===== config.mk =====
export PLATFORM = sky130hd
export DESIGN_NAME = usb_uart_out_ep
export DESIGN_NICKNAME = d
export VERILOG_FILES = /design/src/rtl/usb_uart_pkg.sv /design/src/rtl/usb_uart_fifo.sv /design/src/rtl/usb_uart_out_ep.sv
export SDC_FILE = /design/constraint.sdc
export NUM_CORES = 1
export LEC_CHECK = 0
export BUFFER_PORTS_ARGS = -buffer_cell sky130_fd_sc_hd__buf_2
export CELL_PAD_IN_SITES_DETAIL_PLACEMENT = 0
export CELL_PAD_IN_SITES_GLOBAL_PLACEMENT = 1
export CORE_UTILIZATION = 55
export DETAILED_ROUTE_END_ITERATION = 8
export PLACE_DENSITY = 0.83
export RECOVER_POWER = 25
export SETUP_SLACK_MARGIN = 0.2
export SYNTH_ARGS = -nofsm -noshare
export SYNTH_HDL_FRONTEND = slang
export SYNTH_SLANG_ARGS = --single-unit

===== constraint.sdc =====
create_clock -name clk -period 7.9 [get_ports clk]
set_clock_uncertainty 0.05 [all_clocks]
set_input_delay 0.395 -clock clk [delete_from_list [all_inputs] [get_ports clk]]
set_output_delay 0.395 -clock clk [all_outputs]
set_load 0.02 [all_outputs]

===== src/rtl/usb_uart_pkg.sv =====
// usb_uart_pkg: shared definitions for the USB UART OUT endpoint slice.
//   ep_state_t          - OUT endpoint FSM state encoding (2-bit)
//   USB_UART_FIFO_DEPTH - default receive FIFO depth
package usb_uart_pkg;

    typedef enum logic [1:0] {
        IDLE  = 2'd0,
        REQ   = 2'd1,
        READ  = 2'd2,
        DRAIN = 2'd3
    } ep_state_t;

    localparam int unsigned USB_UART_FIFO_DEPTH = 16;

endpackage


===== src/rtl/usb_uart_fifo.sv =====
// usb_uart_fifo: circular receive buffer between the OUT endpoint and the UART.
// Ports:
//   clk, reset  - rising-edge clock, synchronous active-high reset
//   push, din   - write din at the tail
//   pop         - advance the head; ignored while empty
//   dout        - head entry, 0 while empty
//   count       - occupancy, 0..DEPTH
module usb_uart_fifo #(
    parameter int unsigned WIDTH = 8,
    parameter int unsigned DEPTH = 16
) (
    input  logic                     clk,
    input  logic                     reset,
    input  logic                     push,
    input  logic                     pop,
    input  logic [WIDTH-1:0]         din,
    output logic [WIDTH-1:0]         dout,
    output logic [$clog2(DEPTH):0]   count
);

    localparam int unsigned AW = $clog2(DEPTH);
    localparam int unsigned CW = AW + 1;

    logic [WIDTH-1:0] mem [DEPTH];
    logic [AW-1:0]    wr_ptr;
    logic [AW-1:0]    rd_ptr;
    logic             do_push;
    logic             do_pop;

    assign do_pop  = pop && (count != '0);
    assign do_push = push && ((count != CW'(DEPTH)) || do_pop);

    // DEPTH is a power of two, so pointer overflow is the wrap to 0.
    always_ff @(posedge clk) begin
        if (reset) begin
            wr_ptr <= '0;
            rd_ptr <= '0;
            count  <= '0;
        end else begin
            if (do_push) wr_ptr <= wr_ptr + AW'(1);
            if (do_pop)  rd_ptr <= rd_ptr + AW'(1);
            case ({do_push, do_pop})
                2'b10:   count <= count + CW'(1);
                2'b01:   count <= count - CW'(1);
                default: count <= count;
            endcase
        end
    end

    always_ff @(posedge clk) begin
        if (do_push && !reset) mem[wr_ptr] <= din;
    end

    assign dout = (count == '0) ? '0 : mem[rd_ptr];

endmodule


===== src/rtl/usb_uart_out_ep.sv =====
// usb_uart_out_ep: drains the USB OUT endpoint buffer into a receive FIFO
// that a UART transmitter consumes.
// Ports:
//   clk, reset            - rising-edge clock, synchronous active-high reset
//   out_ep_req/grant      - endpoint buffer arbitration
//   out_ep_data_avail     - endpoint still holds unread bytes
//   out_ep_setup          - current packet is SETUP
//   out_ep_data_get       - pop one endpoint byte; out_ep_data valid next cycle
//   out_ep_data           - endpoint byte
//   out_ep_stall          - tied 0
//   out_ep_acked          - ignored
//   uart_re/do/ready      - FIFO pop, head byte (0 when empty), non-empty flag
// Option: USB_UART_OUT_SETUP_DROP_EN - discard SETUP bytes instead of queueing.
module usb_uart_out_ep
    import usb_uart_pkg::*;
#(
    parameter int unsigned FIFO_DEPTH = USB_UART_FIFO_DEPTH
) (
    input  logic       clk,
    input  logic       reset,
    output logic       out_ep_req,
    input  logic       out_ep_grant,
    input  logic       out_ep_data_avail,
    input  logic       out_ep_setup,
    output logic       out_ep_data_get,
    input  logic [7:0] out_ep_data,
    output logic       out_ep_stall,
    input  logic       out_ep_acked,
    input  logic       uart_re,
    output logic [7:0] uart_do,
    output logic       uart_ready
);

    localparam int unsigned CW = $clog2(FIFO_DEPTH) + 1;

    ep_state_t       state;
    ep_state_t       state_nxt;
    logic            get_q;       // a byte was popped last cycle and is arriving now
    logic            pending;     // in-flight byte that will land in the FIFO
    logic            push;
    logic            fifo_space;
    logic            read_space;
    logic [CW-1:0]   count;
    logic [CW-1:0]   occ;
    logic            unused_acked;

    assign unused_acked = out_ep_acked;
    assign out_ep_stall = 1'b0;

    // Occupancy includes the byte still in flight so a push is never refused.
    assign occ        = count + CW'(pending);
    assign fifo_space = occ < CW'(FIFO_DEPTH);

`ifdef USB_UART_OUT_SETUP_DROP_EN
    logic get_setup_q;

    always_ff @(posedge clk) begin
        if (reset) get_setup_q <= 1'b0;
        else       get_setup_q <= out_ep_data_get && out_ep_setup;
    end

    assign pending    = get_q && !get_setup_q;
    assign push       = pending;
    assign read_space = fifo_space || out_ep_setup;
`else
    logic unused_setup;

    assign unused_setup = out_ep_setup;
    assign pending      = get_q;
    assign push         = get_q;
    assign read_space   = fifo_space;
`endif

    always_ff @(posedge clk) begin
        if (reset) begin
            state <= IDLE;
            get_q <= 1'b0;
        end else begin
            state <= state_nxt;
            get_q <= out_ep_data_get;
        end
    end

    always_comb begin
        state_nxt       = state;
        out_ep_data_get = 1'b0;
        case (state)
            IDLE:  if (out_ep_data_avail && fifo_space) state_nxt = REQ;
            REQ:   if (out_ep_grant) state_nxt = READ;
            READ: begin
                if (out_ep_grant && out_ep_data_avail && read_space)
                    out_ep_data_get = 1'b1;
                else
                    state_nxt = DRAIN;
            end
            DRAIN: state_nxt = IDLE;
            default: state_nxt = IDLE;
        endcase
    end

    assign out_ep_req = (state == REQ) || (state == READ);
    assign uart_ready = (count != '0);

    usb_uart_fifo #(
        .WIDTH (8),
        .DEPTH (FIFO_DEPTH)
    ) u_fifo (
        .clk   (clk),
        .reset (reset),
        .push  (push),
        .pop   (uart_re),
        .din   (out_ep_data),
        .dout  (uart_do),
        .count (count)
    );

endmodule


After elaboration in Yosys (flattened, before gate mapping) --
Memory sizes are Yosys's and may differ from the RTL's. A register that Yosys moved wholly into a read port is not among the register bits. Cells that the tools add are included.
Word-level totals: flip-flop bits (word level) 16, memories kept 1, memory bits (writable) 128, bits of input ports 15
Memories:
- u_fifo.mem | words 16, width 8, rd ports 1, clocked after Yosys merged registers in 1, write ports 1, line usb_uart_fifo.sv:24 | logic [WIDTH-1:0] mem [DEPTH];
Cells by class: add/sub/neg operators 5, eq/ne operators 9, reduce and logical (&&, ||, !) cells 14, multiplexer cells 12, order comparisons 1
Operators by type and width (count):
- case mux 5 bit (2 select lines) | 1
- adder 4 x 1 -> 4 bit, second input constant | 2
- 2-to-1 mux 4 bit | 2
- 2-to-1 mux 8 bit | 1
- case mux 2 bit (4 select lines) | 1
- equality test 2 bit, second input constant | 3
- logical AND 1 bit | 6
- 2-to-1 mux 2 bit | 3
- inequality test 2 bit, second input constant | 3
- adder 5 x 1 -> 5 bit | 1
- adder 5 x 1 -> 5 bit, second input constant | 1
- zero test 5 bit | 1
- < comparator 5 bit, second input constant | 1
- inequality test 5 bit, second input constant | 1
- nonzero test 5 bit | 1
- subtractor 5 x 1 -> 5 bit, second input constant | 1
- equality test 2 x 1 -> 1 bit, second input constant | 2
- 2-to-1 mux 1 bit | 4
- AND reduction 3 bit | 1
- zero test 2 bit | 1
- logical OR 1 bit | 2
- nonzero test 2 bit | 1
- zero test 1 bit | 1

Depth between registers and ports, before layout --
Gate-level depths: netlist of the first run.
word-level depth 7, mapped depth 11

Hierarchy --
Synthesis of the first run repeated with hierarchy kept, for this count alone.
Second synthesis, totals: cells, all modules 363, area, all modules 6179.7 um2
Modules (own cells, without submodules):
- usb_uart_fifo | area an instance 5940.7 um2, instances 1, sequential area each 4184.0 um2, cells an instance 333
- usb_uart_out_ep | area an instance 239.0 um2, instances 1, sequential area each 60.1 um2, cells an instance 30

Worst setup path before layout of the first run --
Ideal clock, no wire load.
path type reg-to-reg, start point reg u_fifo.count[0], end point reg u_fifo.count[4], buffers on the path 1, slack 4.947 ns, arrival 2.833 ns, required time 7.780 ns, stages on the path, launching flop included 12, setup time 0.070 ns, path through dfxtp_1 or4_1 nand2b_1 and2_1 clkbuf_1 ha_1 fa_1 a21o_1 a21oi_1 xor2_1 or3_1 a21oi_1
On the way: longest elaborated chain between the ends 6
RTL lines:
- from (decl) | line usb_uart_fifo.sv:18 | output logic [$clog2(DEPTH):0] count
- from (signal assigned) | line usb_uart_fifo.sv:43 | 2'b10: count <= count + CW'(1);
- from (signal assigned) | line usb_uart_fifo.sv:44 | 2'b01: count <= count - CW'(1);
- from (signal assigned) | line usb_uart_fifo.sv:45 | default: count <= count;
- nonzero test 5 bit (*) | line usb_uart_fifo.sv:30 | assign do_pop = pop && (count != '0);
- logical AND 1 bit (*) | line usb_uart_fifo.sv:30
- named net u_fifo.do_pop | line usb_uart_fifo.sv:28 | logic do_pop;
- logical OR 1 bit | line usb_uart_fifo.sv:31 | assign do_push = push && ((count != CW'(DEPTH)) || do_pop);
- logical AND 1 bit | line usb_uart_fifo.sv:31
- equality test 2 x 1 -> 1 bit or equality test 2 bit (tied branches) | line usb_uart_fifo.sv:42 | case ({do_push, do_pop})
- case mux 5 bit (2 select lines) or nonzero test 2 bit (tied branches)
The timed path passes the listed nets; every way through them passes the cells marked *. A chain may end at the register's enable or synchronous reset.

Final worst setup path of the first run --
start point reg u_fifo.count[0], end point reg u_fifo.count[4]
On the way: longest elaborated chain between the ends 6
RTL lines (line):
- nonzero test 5 bit | usb_uart_fifo.sv:30
- logical AND 1 bit | usb_uart_fifo.sv:30
- logical OR 1 bit | usb_uart_fifo.sv:31
- logical AND 1 bit | usb_uart_fifo.sv:31
- equality test 2 x 1 -> 1 bit or equality test 2 bit (tied branches) | usb_uart_fifo.sv:42
- case mux 5 bit (2 select lines) or nonzero test 2 bit (tied branches)
Several ways; a longest one is shown, not always the timed one.

==> results.md, run 1 <==
Status:
- The run finished with clean final reports.

Logic synthesis:
- Yosys mapped the design onto 33 distinct sky130hd cell types.
- The average instance in the mapped netlist occupies 18.7 µm².
- The library cell occupying the most area in the post-synthesis netlist is sky130_fd_sc_hd__edfxtp_1.
- The number of warnings issued by yosys is 0.
- In the post-synthesis netlist, the cell with the most instances is sky130_fd_sc_hd__edfxtp_1.
- After synthesis, the most frequently instantiated cells are sky130_fd_sc_hd__edfxtp_1, sky130_fd_sc_hd__mux4_2, sky130_fd_sc_hd__nor2_1.
- Counting flops and latches in the post-synthesis netlist gives 148.
- The most common flop cell mapped by yosys is sky130_fd_sc_hd__edfxtp_1.
- The count of flip-flops with a built-in enable after synthesis is 128.
- The fraction of synthesized cell area taken by the top area cell type is 64.4%.
- The cell count after synthesis came out at 319.
- Sorting the synthesized cells by area gives the leading types as sky130_fd_sc_hd__edfxtp_1, sky130_fd_sc_hd__mux4_2, sky130_fd_sc_hd__dfxtp_1, sky130_fd_sc_hd__ha_1, sky130_fd_sc_hd__nor2_1.
- The sequential-to-total area share from yosys stat is 71.1%.
- The fraction of synthesis flops using an asynchronous set or reset pin is 0%.
- Synthesis produced a netlist with a net count of 348.
- The cell area after technology mapping is 0.00597 mm².

Global routing:
- The first global-routing pass estimated 17.3 mm of wire.
- In the global route stage, overall resource usage came out at 21.6%.
- The number of global-route vias before repair is 3031.
- The number of antenna violations at the first check in global routing is 0.
- Entering global routing, the biggest net connects 33 pins.
- The total overflow left after global routing is 0.

Setup path:
- The required time at the endpoint of the critical path is 8290 ps.
- The data arrival time of the worst path is 3800 ps.
- The signal on the critical path passes through or4_1, nand2b_1, and2_1, ha_1, fa_1, a21o_1, a21oi_1, xor2_1, or3_1, a21oi_1.
- In this run the critical register-to-register path is launched from u_fifo.count[0].
- The slowest stage of the critical path is the sky130_fd_sc_hd__or4_1 cell.
- Broken down by cell family, the worst path's largest delay share belongs to simple AND/OR/NAND/NOR gates.
- The worst setup path is captured at a flop.
- Along the worst path, the maximum fanout reaches 12.
- In this run the register-to-register setup slack is 4490 ps.
- For the worst flop-to-flop path, the logic depth is 10.
- The largest single stage delay on the critical path is 550 ps.
- The cell type with the highest occurrence count on the critical path is sky130_fd_sc_hd__a21oi_1.
- The worst setup path is launched from a flop.
- The critical path is of the flop to flop type.
- The count of buffer and inverter cells on the critical path is 0.
- In this run the critical register-to-register path is captured at u_fifo.count[4].

Drt:
- Summed over all layers, the routed wires come to 10.9 mm.
- Dividing the detail-routed via count by the number of cells gives 5.84.
- The average wire length per cell after detail routing is 21.9 µm.
- The post-route antenna net violation count is 0.
- The initial DRC count is 231.
- Detailed routing inserted a total of 2895 vias.
- After detailed routing, the number of remaining DRC violations is 0.
- For this run, the detailed router's first-pass iteration total came to 4.

CTS:
- The root buffer cell is sky130_fd_sc_hd__clkbuf_8.
- The clock drives 148 sinks.
- Hold repair after CTS inserted 0 buffers.
- The number of H-tree branching levels is 4.
- In this run the post-CTS setup repair buffer count came out at 0.
- Gates resized during post-CTS repair numbered 0.
- The clock latency of the later-clocked register in the worst-skew pair is 510 ps.
- Buffers inserted during clock tree synthesis total 17.
- TritonCTS built the clock tree.
- After clock tree synthesis, the clock-pin slew on the worst setup and hold paths is 60 ps.
- The maximum number of buffers from clock root to sink is 2.

Worst hold path:
- In this run the most critical hold path is launched from out_ep_data[5].
- The hold path depth is 1.
- The classification of the worst-slack hold path is input pin to flop.
- The worst hold path terminates at u_fifo.mem[7][5].

Final layout:
- The number of antenna diodes in the final layout is 0.
- The post-layout net count is 376.
- The filler cell count in the final layout is 719.
- The area added between synthesis and finish is 13.7%.
- Of the cells placed in the final design, the portion with a size suffix greater than 1 is 24.7%.

Floorplanning:
- The floorplan step defined a die boundary enclosing 0.0113 mm².
- In this run the count of I/O pins placed on the die edge is 27.
- The chip width is 106 µm.
- The core region is 0.0104 mm².
- The number of standard-cell rows in the floorplan is 37.
- Once the floorplan was initialized, standard cells occupied 57.3% of the core.
- The die boundary height is 106 µm.

Timing:
- The total count of max-transition violations in the final report came to 0.
- After layout, the minimum clock period comes to 3410 ps.
- The setup TNS is 0 ps.
- Setup repair after global routing left no endpoint under its margin.
- For the pin with the worst max-slew slack, the measured transition is 949 ps.
- Setup violations remaining at the end of the flow were counted as 0.
- The final-report hold violation count is 0.
- For this run, the top clock speed supported by timing is 293 MHz.
- The normalized max-slew margin is 36.5%.
- After layout, the worst path uses 43.2% of the clock period.

Power and ir drop:
- The total design power is 1.76 mW.
- The static leakage is 2.24 nW.
- Net switching is 21.1% of the power.
- In this run, the clock network consumes 45.6% of the power.
- The combinational power share is 5.7%.
- The relative contribution of sequential cells to total power is 48.7%.
- The peak supply drop is 0.000195 V.
- The net switching power figure is 0.372 mW.
- The internal power consumption is 1.39 mW.
- For this design the ratio of total power to cell area is 260 mW/mm².

Placement:
- Routability-driven placement finished with a final weighted congestion of 0.686.
- The port buffer count is 23.
- The sum of net half-perimeters after detailed placement is 6.77 mm.

Run:
- Max-cap violations in this run came to 0.
[metrics by stage]
step | cell area (µm²) | std cells | utilization, % | setup slack (ps) | hold WS, ps
2_1_floorplan | 5970 | 319 | - | 4950 | 422
3_3_place_gp | 6180 | 464 | 59.3 | 4600 | 437
3_5_place_dp | 6180 | 464 | 59.3 | 4500 | 449
4_1_cts | 6790 | 496 | 65.2 | 4470 | 188
5_1_grt | 6780 | 496 | 65.1 | 4330 | 223
6_report | 6780 | 496 | 65.1 | 4490 | 224
[worst max path at each step]
stage                    start  depth (start not counted)               to
3_5_place_dp   u_fifo.count[0]                         10  u_fifo.count[4]
2_1_floorplan  u_fifo.count[0]                         11  u_fifo.count[4]
5_1_grt        u_fifo.count[0]                         10  u_fifo.count[4]
6_report       u_fifo.count[0]                         10  u_fifo.count[4]
3_3_place_gp   u_fifo.count[0]                         10  u_fifo.count[4]
4_1_cts        u_fifo.count[0]                         10  u_fifo.count[4]
[worst register-to-register path, delay by kind of cell, from the launching register on]
family	cells	cell delay [ps]
AO/OA/AOI/OAI	3	500
XOR/XNOR	1	100
adder cells (fa/ha/maj)	2	730
flip-flops	1	370
AND/OR/NAND/NOR	4	1590
[layer usage]
metal,track usage [%],up-vias,wire length (µm)
met3,5.82,12,548
met5,0,-,0
met2,33.4,90,5370
met4,8.13,0,182
met1,29.7,1491,4750
li1,-,1302,-
[logic make-up (layout without fill, tap and decap cells)]
kind of cell	count (synthesis)	count (layout)	share of synthesized area, %
other	1	1	0.0629
multiplexers	43	43	15.6
XOR/XNOR	10	10	1.47
AND/OR/NAND/NOR	61	61	4.74
buffers and inverters	26	67	2.12
adder cells (fa/ha/maj)	14	14	3.06
AO/OA/AOI/OAI	16	16	1.80
flip-flops	148	148	71.1
[cell type report]
| type | count | area, µm² | area share (%) |
|---|---|---|---|
| sequential | 148 | 4250 | 62.6 |
| multi-input combinational | 145 | 1600 | 23.5 |
| clock buffer | 24 | 526 | 7.75 |
| tap | 136 | 170 | 2.51 |
| timing repair buffer | 25 | 123 | 1.81 |
| clock inverter | 8 | 85.1 | 1.25 |
| inverter | 10 | 37.5 | 0.554 |
[power groups by stage]
| stage | registers [mW] | logic (mW) | clock network, mW |
|---|---|---|---|
| after detailed placement | 0.876 | 0.101 | 0 |
| after global placement | 0.875 | 0.0986 | 0 |
| after CTS | 0.859 | 0.102 | 0.813 |
| after floorplan | 0.875 | 0.0744 | 0 |
| final | 0.859 | 0.100 | 0.805 |
| after global routing | 0.860 | 0.112 | 0.846 |
[cells in the final DEF (no fill, tap or decap), types with 7 or more instances in the layout]
cell type / synthesis / final
sky130_fd_sc_hd__nor2_1: 32 / 32
sky130_fd_sc_hd__clkbuf_16: 0 / 20
sky130_fd_sc_hd__nand2_1: 7 / 7
sky130_fd_sc_hd__edfxtp_1: 128 / 128
sky130_fd_sc_hd__ha_1: 13 / 13
sky130_fd_sc_hd__buf_2: 2 / 17
sky130_fd_sc_hd__and2_1: 10 / 10
sky130_fd_sc_hd__mux4_2: 40 / 40
sky130_fd_sc_hd__clkbuf_1: 6 / 9
sky130_fd_sc_hd__inv_1: 10 / 10
sky130_fd_sc_hd__dfxtp_1: 20 / 19
[flip-flops by register name (all words and copies together) (netlist names), named ones only]
name           cells
u_fifo.rd_ptr      4
u_fifo.wr_ptr      4
u_fifo.count       5
get_q              1
state              2
u_fifo.mem       128
(Power assumes the default switching activity.)
==> inputs of run 2 (changes only) <==
- CORE_UTILIZATION: 55 -> 48
- PLACE_DENSITY: 0.83 -> 0.77
- clock period: 7.9 -> 2.86 ns (I/O delays scaled with it)
==> run 2 against run 1 <==
Compared with the run above:
- design area increased by 3.7%
- sequential cell count stayed put
- die area increased by 14%
- via count up 1.8%
- fmax grew 31%
- first-iteration DRC count up 12%
- clock power increased to 2.6 times the previous value
- sequential share of layout area shrank 2.1 points
- register-to-register slack lost 4200 ps
- total power increased to 2.7 times the previous value
- routed wire length rose by 2.9%
==> results.md, run 2 (synthesis gave the netlist of run 1 again) <==
Power and ir drop:
- The share of total power consumed by net switching is 20.6% (-0.52 points).
- The relative contribution of sequential cells to total power is 49.5% (+0.8 points).
- The clock share of power is 44.2% (-1.4 points).
- The combinational power share is 6.3% (+0.6 points).
- The internal power consumption was 3.81 mW (+170%).
- The static leakage came to 2.37 nW (+5.6%).
- The total design power is 4.80 mW (+170%).
- The total power divided by cell area came to 683 mW/mm² (+160%).
- The peak supply drop was 0.000432 V (+120%).
- The net switching power figure is 0.988 mW (+170%).

Setup path:
- The data arrival time of the worst path came to 2910 ps (-890 ps).
- The critical path goes through or4_4, nand2b_4, and2_4, ha_4, fa_2, a21o_1, a21oi_2, xor2_1, or3_1, a21oi_2.
- The required time at the endpoint of the critical path is 3170 ps (-5120 ps).
- The delay of the slowest cell on the worst path is 510 ps (-40 ps).
- The worst setup path is of the flop to flop kind.
- The critical path starts at u_fifo.count[1].
- The worst setup path is launched from a flop.
- The number of cells on the worst reg-to-reg path was 10 (unchanged).
- The count of buffer and inverter cells on the critical path came to 0 (unchanged).
- The cell type of the slowest stage on the worst timing path is sky130_fd_sc_hd__or4_4.
- In this run the critical register-to-register path is launched from u_fifo.count[1].
- The register-to-register path setup slack is 260 ps (-4230 ps).
- The worst-path maximum fanout came to 3 (-9).
- The cell type with the highest occurrence count on the critical path is sky130_fd_sc_hd__a21oi_2.
- STA classifies the critical path endpoint as a flop.
- Among cell families on the critical path, the largest total delay comes from simple AND/OR/NAND/NOR gates.
- The worst reg2reg path endpoint is u_fifo.count[4].

Placement:
- The port buffer count is 23 (unchanged).
- The placer congestion estimate was 0.744 (+8.4%).
- The sum of net half-perimeters after detailed placement is 6.90 mm (+1.9%).

Global routing:
- The leftover overflow at the end of global routing is 0 (unchanged).
- The overall fraction of global-route tracks in use came to 19.2% (-2.4 points).
- The maximum number of pins on one net before global-route repair came to 33 (unchanged).
- The wire length of the first global-routing pass is 17.2 mm (-0.44%).
- The number of antenna violations at the first check in global routing is 0 (unchanged).
- The number of global-route vias before repair came to 2940 (-3.0%).

Floorplanning:
- The die area was 0.0129 mm² (+14%).
- The effective utilization at floorplan is 49.5% (-7.8 points).
- The core area is 0.0121 mm² (+16%).
- The number of standard-cell rows in the floorplan is 40 (+8.1%).
- The number of I/O pins is 27 (unchanged).
- The die boundary height is 113 µm (+6.9%).
- The chip width is 113 µm (+6.9%).

Timing:
- The final critical path time including I/O delays and setup was 2600 ps (-812 ps).
- The total count of max-transition violations in the final report was 0 (unchanged).
- The upper clock frequency limit came to 385 MHz (+31%).
- The count of endpoints failing setup in the final report was 0 (unchanged).
- The final-report hold violation count is 0 (unchanged).
- Setup repair after global routing could not meet its margin everywhere.
- The normalized max-slew margin is 35.3% (-1.2 points).
- The setup TNS is 0 ps (unchanged).
- The slew at the pin closest to its max-slew limit is 967 ps (+18.3 ps).
- The fraction of the cycle the final worst path needs came to 90.9% (+48 points).

Final layout:
- The fraction of layout instances using a drive strength above 1 came to 32.4% (+7.7 points).
- The post-layout net count is 399 (+6.1%).
- The area of the multi-input gates is 0.00163 mm² (+2.3%).
- The filler cell count in the final layout is 909 (+26%).
- The library cell used most frequently in the layout, excluding fill and tap cells, is sky130_fd_sc_hd__edfxtp_1.
- In the final layout, the registers with the most flip-flops are u_fifo.mem x128, u_fifo.count x5.
- From synthesis to final layout, the design area changed by 17.8%.
- The register with the most flip-flops is u_fifo.mem.
- The final antenna diode count is 0 (unchanged).
- The flip-flop count of the largest register after layout is 128 (unchanged).
- The area of all sequential standard cells is 0.00425 mm² (+0.18%).
- The top cell types in the final layout, fill and taps aside, are sky130_fd_sc_hd__edfxtp_1, sky130_fd_sc_hd__mux4_2, sky130_fd_sc_hd__nor2_1, sky130_fd_sc_hd__buf_4, sky130_fd_sc_hd__buf_2.

Run:
- The max-cap check violation count is 0 (unchanged).

Drt:
- The initial DRC count is 259 (+12%).
- The via count normalized by instance count is 5.35 (-8.3%).
- The number of DRC violations after detailed routing is 0 (unchanged).
- The post-route antenna net violation count is 0 (unchanged).
- The first-pass iteration count of the detailed router is 4 (unchanged).
- The count of vias placed by the detailed router came to 2948 (+1.8%).
- The total routed wirelength is 11.2 mm (+2.9%).
- The average wire length per cell after detail routing is 20.3 µm (-7.3%).

CTS:
- The total CTS buffers is 17 (unchanged).
- The maximum number of buffers from clock root to sink is 2 (unchanged).
- The clock latency of the later-clocked register in the worst-skew pair was 420 ps (-90 ps).
- The clock-pin transition on the worst setup and hold timing paths is 60 ps (about the same).
- The clock tree from TritonCTS is built.
- In this run the clock root is driven by a sky130_fd_sc_hd__clkbuf_16.
- The number of H-tree branching levels is 4 (unchanged).
- The total number of clock tree sinks came to 148 (unchanged).

Worst hold path:
- For hold timing, the worst endpoint is u_fifo.count[1].
- The hold path depth was 2 (+1).
- The worst hold path startpoint is reset.
- The classification of the worst-slack hold path is input pin to flop.

Status:
- The run finished with clean final reports.
run 2: how the worst max path moves through the flow:
stage                      endpoint  slack [ps]  cells after the start
global route        u_fifo.count[4]         180                     10
finish              u_fifo.count[4]         260                     10
floorplan           u_fifo.count[4]         170                     11
CTS                 u_fifo.count[4]         200                     10
global placement    u_fifo.count[4]         150                     10
detailed placement  u_fifo.count[4]         120                     10
run 2: cell type report:
cell class | instances | share of cell area, %
Clock buffer | 21 | 6.55
Timing Repair Buffer | 48 | 4.63
Tap cell | 168 | 2.99
Multi-Input combinational cell | 145 | 23.2
Inverter | 10 | 0.534
Sequential cell | 148 | 60.5
Clock inverter | 11 | 1.58
run 2: what timing repair did:
| action | CTS | global route |
|---|---|---|
| pin swaps | 7 | 3 |
| gates resized for setup | 4 | 3 |
| hold buffers | 0 | 0 |
| setup buffers | 5 | 0 |
| endpoints found under the setup margin | 9 | 3 |
run 2: routing by layer:
metal	share of wire, %	up-vias	wire length [µm]	GRT usage, %
met1	44	1508	4910	25.0
met2	50	74	5620	30.7
met5	0	-	0	0
met4	1.5	0	170	7.81
met3	4.2	16	471	5.53
li1	-	1350	-	-
run 2: power by group through the flow:
stage	logic, mW	clock network (mW)	registers, mW
after global routing	0.331	2.25	2.38
final	0.302	2.12	2.38
after detailed placement	0.296	0	2.43
after floorplan	0.212	0	2.42
after CTS	0.306	2.16	2.38
after global placement	0.288	0	2.42
run 2: stage by stage:
step | worst slack (ps) | area, µm² | utilization, % | hold WS (ps) | cells
after floorplan | 171 | 6000 | - | 192 | 319
after CTS | 204 | 7030 | 58.3 | 30.9 | 551
final | 260 | 7030 | 58.3 | 45.4 | 551
after global placement | 151 | 6410 | 53.2 | 452 | 514
after global routing | 175 | 7030 | 58.3 | 63.7 | 551
after detailed placement | 118 | 6410 | 53.2 | 451 | 514
